## config.mk

```make
export PLATFORM = sky130hd
export DESIGN_NAME = meas_window_ctrl
export DESIGN_NICKNAME = d
export VERILOG_FILES = /design/src/rtl/meas_pkg.sv /design/src/rtl/meas_edge_sync.sv /design/src/rtl/meas_window_ctrl.sv
export SDC_FILE = /design/constraint.sdc
export NUM_CORES = 1
export LEC_CHECK = 0
export CAP_MARGIN = 20
export CORE_AREA = 2 2 55 108
export CTS_CLUSTER_DIAMETER = 40
export DETAILED_ROUTE_END_ITERATION = 6
export DIE_AREA = 0 0 57 110
export GPL_TIMING_DRIVEN = 0
export SYNTH_ARGS = -nofsm -noshare
export SYNTH_HDL_FRONTEND = slang
export SYNTH_HIERARCHICAL = 1
export SYNTH_SLANG_ARGS = --single-unit
```

## constraint.sdc

```tcl
create_clock -name clk -period 2.4 [get_ports clk]
set_input_delay 0.6 -clock clk [delete_from_list [all_inputs] [get_ports clk]]
set_output_delay 0.6 -clock clk [all_outputs]
set_load 0.05 [all_outputs]
```

## src/rtl/meas_pkg.sv

```systemverilog
// meas_pkg: shared state encoding and averaging constants for the measurement window controller
`timescale 1ns/1ps
package meas_pkg;
    typedef enum logic [1:0] {IDLE, ARM, GATE, DONE} state_t;
    localparam int CNT_W_DEF   = 8;
    localparam int AVG_WINDOWS = 4;
    localparam int AVG_SHIFT   = 2;
endpackage

```

## src/rtl/meas_edge_sync.sv

```systemverilog
// meas_edge_sync: 2-flop synchroniser plus rising-edge detector for an asynchronous input
`timescale 1ns/1ps
module meas_edge_sync (
    input  logic clk,
    input  logic reset,
    input  logic din,
    output logic rise
);
    logic s1, s2, s3;
    always_ff @(posedge clk or negedge reset)
        if (!reset) {s3, s2, s1} <= 3'b000;
        else        {s3, s2, s1} <= {s2, s1, din};
    assign rise = s2 & ~s3;
endmodule

```

## src/rtl/meas_window_ctrl.sv

```systemverilog
// meas_window_ctrl: counts synchronised rising edges over a gate window and presents the result under valid/ack.
// Define MEAS_AVG_EN to average the result over AVG_WINDOWS back-to-back windows per start.
`timescale 1ns/1ps
import meas_pkg::*;
module meas_window_ctrl #(
    parameter int GATE_CYCLES = 1000,
    parameter int CNT_W       = CNT_W_DEF
) (
    input  logic             clk,
    input  logic             reset,
    input  logic             start,
    input  logic             MeasuredSignal,
    input  logic             ack,
    output logic             busy,
    output logic             gate,
    output logic [CNT_W-1:0] count,
    output logic             overflow,
    output logic             valid
);
    localparam int GW = (GATE_CYCLES > 1) ? $clog2(GATE_CYCLES) : 1;
    localparam logic [GW-1:0] G_LAST = GW'(GATE_CYCLES - 1);
    localparam logic [CNT_W-1:0] SAT = '1;
    state_t state;
    logic [GW-1:0] gcnt;
    logic [CNT_W-1:0] ecnt, ecnt_nxt;
    logic rise, sat_hit, last;
    meas_edge_sync u_sync (
        .clk   (clk),
        .reset (reset),
        .din   (MeasuredSignal),
        .rise  (rise)
    );
    // an edge arriving at saturation is recorded as overflow rather than wrapping
    assign sat_hit  = rise & (ecnt == SAT);
    assign ecnt_nxt = (rise & ~sat_hit) ? ecnt + 1'b1 : ecnt;
    assign last     = gcnt == G_LAST;
`ifdef MEAS_AVG_EN
    localparam int SW = CNT_W + AVG_SHIFT;
    localparam int WW = $clog2(AVG_WINDOWS);
    localparam logic [WW-1:0] W_LAST = WW'(AVG_WINDOWS - 1);
    logic [SW-1:0] sum, sum_nxt;
    logic [WW-1:0] win;
    assign sum_nxt = sum + SW'(ecnt_nxt);
`endif
    always_ff @(posedge clk or negedge reset)
        if (!reset) begin
            state    <= IDLE;
            busy     <= 1'b0;
            gate     <= 1'b0;
            valid    <= 1'b0;
            overflow <= 1'b0;
            count    <= '0;
            gcnt     <= '0;
            ecnt     <= '0;
`ifdef MEAS_AVG_EN
            sum      <= '0;
            win      <= '0;
`endif
        end else begin
            case (state)
                IDLE: if (start) begin
                    state <= ARM;
                    busy  <= 1'b1;
                end
                ARM: begin
                    ecnt     <= '0;
                    gcnt     <= '0;
                    overflow <= 1'b0;
`ifdef MEAS_AVG_EN
                    sum      <= '0;
                    win      <= '0;
`endif
                    state    <= GATE;
                    gate     <= 1'b1;
                end
                GATE: begin
                    ecnt     <= ecnt_nxt;
                    overflow <= overflow | sat_hit;
                    gcnt     <= last ? '0 : gcnt + 1'b1;
`ifdef MEAS_AVG_EN
                    if (last) begin
                        ecnt <= '0;
                        sum  <= sum_nxt;
                        win  <= win + 1'b1;
                        if (win == W_LAST) begin
                            state <= DONE;
                            gate  <= 1'b0;
                            valid <= 1'b1;
                            count <= sum_nxt[SW-1:AVG_SHIFT];
                        end
                    end
`else
                    if (last) begin
                        state <= DONE;
                        gate  <= 1'b0;
                        valid <= 1'b1;
                        count <= ecnt_nxt;
                    end
`endif
                end
                DONE: if (ack) begin
                    state <= IDLE;
                    busy  <= 1'b0;
                    valid <= 1'b0;
                end
                default: state <= IDLE;
            endcase
        end
endmodule

```

==> results.yml <==
setup_path:
  crit_slowest_cell: "clkbuf_1"
  arrival_ns: 2.28
  regToRegSetupSlack_ns: 0.34
  rr_endpoint: "ecnt[7]"
  cp_top_family: "buffers and inverters"
  cp_max_fo: 10
  worstPathCellList: "inv_1 -> ha_1 -> clkbuf_1 -> clkbuf_1 -> a21oi_1 -> a21oi_1"
  worstSetupPathType: "reg2reg"
  critPathBufInv: 3
  start_kind: "register"
  critPathMaxStageDelay_ns: 0.47
  reg2regPathDepth: 6
  worstReg2RegStart: "state[0]"
  cp.required_ns: 2.62
  end_kind: "register"
sta:
  rsz0062_at_grt: "no"
  worst_slew_pin_slew_ns: 0.780
  final.min_clock_period_ns: 2.06
  fmaxAchievable_mhz: 485
  slew_headroom: 0.480
  setup_viol: 0
  setup_slack_ns: 0.338
  hold_viol: 0
  period_share: 0.859
  skew_ns: 0.00941
  slew_violations: 0
cells_and_area:
  drive_gt1_frac: 0.113
  area_growth_pct: 17.1
  n_antenna_cell: 0
  fill_cells: 582
  regArea_um2: 876
  multiInputGateArea_um2: 861
  nNetsFinal: 215
  stdcell_area_mm2: 0.00213
hold_path:
  min-delay-start: "u_sync/s1"
  min_path_type: "reg2reg"
  whs_endpoint: "u_sync/s2"
  whs_path_depth: 0
clock_network:
  hold_buffers: 0
  post_cts.repair.setup_buffers: 0
  cts_made_buffers: 5
  clkLatencyLatePin_ns: 0.29
  cts_resized: 0
  cts.path.max_buffers: 2
  path_clk_slew_ns: 0.07
  cts_tree: "built"
  cts_root_buf: "clkbuf_8"
  cts.sinks: 35
  htree_levels: 2
logic_synthesis:
  synthFlopType: "dfrtp_1"
  yosysSeqAreaShare: 0.480
  synth_top_area_cell: "dfrtp_1"
  synth_common_cells: "dfrtp_1 (35), nand2_1 (20), a21oi_1 (12), inv_1 (10), nor2_1 (9)"
  synth-async-reset-ratio: 1.00
  ys_warn_count: 6
  ys_seq_elements: 35
  netlist_area_mm2: 0.00182
  synth_cell_types: 46
  synth_top_area_share: 0.480
  synth_most_common_cell: "dfrtp_1"
  synth_edf_count: 0
  synthCells: 180
  syn_area_per_cell_um2: 10.1
  synth.area.top_cells: "dfrtp_1 (48%), ha_1 (4.8%), nand2_1 (4.1%), a21oi_1 (3.3%), xnor2_1 (2.9%)"
  syn-num-nets: 192
global_route:
  grt_pass1_wl_um: 6240
  grt_usage: 0.132
  antenna_found_initial: 0
  grt_pass1_vias: 1299
  gr-total-overflow: 0
  grt_max_degree: 36
pwr:
  ir_worst_vdd_mv: 0.459
  cellLeakagePower_nw: 0.943
  power_density_mw_per_mm2: 811
die:
  num_io_pins: 17
  die_w_um: 57
  std_cell_rows: 38
  start_util: 0.336
  core_mm2: 0.00542
  fp.dieH_um: 110
  dieArea_mm2: 0.00627
route:
  wl_per_cell_um: 14.2
  drc_errors: 0
  dr.pass1.iters: 4
  antenna_left: 0
  drt_iter0_drc: 19
  vias: 1366
  wirelength_um: 3740
  via_per_inst: 5.17
place:
  pre_cts_slack_ns: 0.369
  hpwlAfterDp_um: 2740
  placed_area_mm2: 0.00205
  routabilityCongestion: 0.780
  io_buffers: 16
flow_run:
  max-cap-violations: 0
status:
  outcome: "complete, no violations"
==> worst max path at each step <==
stage,cells after the start,end,startpoint
floorplan,6,count[0],state[0]
global placement,1,ecnt[6],reset
detailed placement,6,state[1],state[1]
CTS,1,busy,busy
global route,6,ecnt[7],state[1]
finish,6,ecnt[7],state[0]
==> flip-flops by register name (all words and copies together) (netlist names) <==
signal and count:
overflow 1, state 2, busy 1, ecnt 8
valid 1, u_sync/s3 1, count 8, gate 1
u_sync/s1 1, u_sync/s2 1, gcnt 10
==> placed cells by master (no fill, tap or decap), types with 4 or more instances in the layout <==
cell type / n
o21ai_1: 5
nor3_1: 5
nand2_1: 20
clkbuf_1: 5
nand3_1: 6
a21oi_1: 12
o21ai_0: 7
and4_1: 4
clkdlybuf4s50_1: 15
dfrtp_1: 35
inv_1: 10
nand4_1: 4
ha_1: 7
clkbuf_8: 5
xnor2_1: 6
nor2_1: 9
==> where the power goes <==
| part | switching, W | leakage [nW] | internal (W) | total, W |
|---|---|---|---|---|
| sequential | 0.0000508 | 0.468 | 0.000640 | 0.000691 |
| clock | 0.000209 | 0.0422 | 0.000204 | 0.000413 |
| combinational | 0.000433 | 0.433 | 0.000194 | 0.000627 |
==> per-stage QoR <==
| stage | cells | setup TNS, ns | total power (W) | utilization | hold slack, ns |
|---|---|---|---|---|---|
| finish | 264 | 0 | 0.00173 | 0.394 | 0.352 |
| global route | 264 | 0 | 0.00188 | 0.394 | 0.362 |
| CTS | 264 | 0 | 0.00176 | 0.394 | 0.355 |
| detailed placement | 256 | 0 | 0.00134 | 0.379 | 0.338 |
| global placement | 256 | -4.02 | 0.00134 | 0.380 | 0.333 |
| floorplan | 180 | 0 | 0.00115 | - | 0.304 |
==> cell families after synthesis <==
| logic type | after synthesis | share of synthesized area |
|---|---|---|
| XOR/XNOR | 8 | 0.0384 |
| AND/OR/NAND/NOR | 64 | 0.193 |
| flip-flops | 35 | 0.480 |
| multiplexers | 7 | 0.0480 |
| AO/OA/AOI/OAI | 41 | 0.145 |
| adder cells (fa/ha/maj) | 7 | 0.0480 |
| buffers and inverters | 18 | 0.0474 |
==> metal layers <==
metal / vias to the layer above / part of all wire / track usage
met3: 6 / 0.018 / 0.0245
met1: 660 / 0.39 / 0.137
met2: 13 / 0.57 / 0.250
li1: 687 / - / -
met4: 0 / 0.021 / 0.0598
met5: - / 0 / 0
==> worst register-to-register path, cell delays in order, from the launching register on <==
cell	delay, ns
dfrtp_1	0.38
inv_1	0.10
ha_1	0.38
clkbuf_1	0.39
clkbuf_1	0.47
a21oi_1	0.13
a21oi_1	0.14
==> area by class of cell <==
type	instances	area share
flip-flops and latches	35	0.410
multi-input cells	127	0.403
repair buffers	16	0.0727
clock buffers	7	0.0358
well taps	60	0.0352
plain buffers	8	0.0229
inverters	10	0.0176
clock inverters	1	0.00234
No activity file was read; power rests on OpenSTA's default activity.
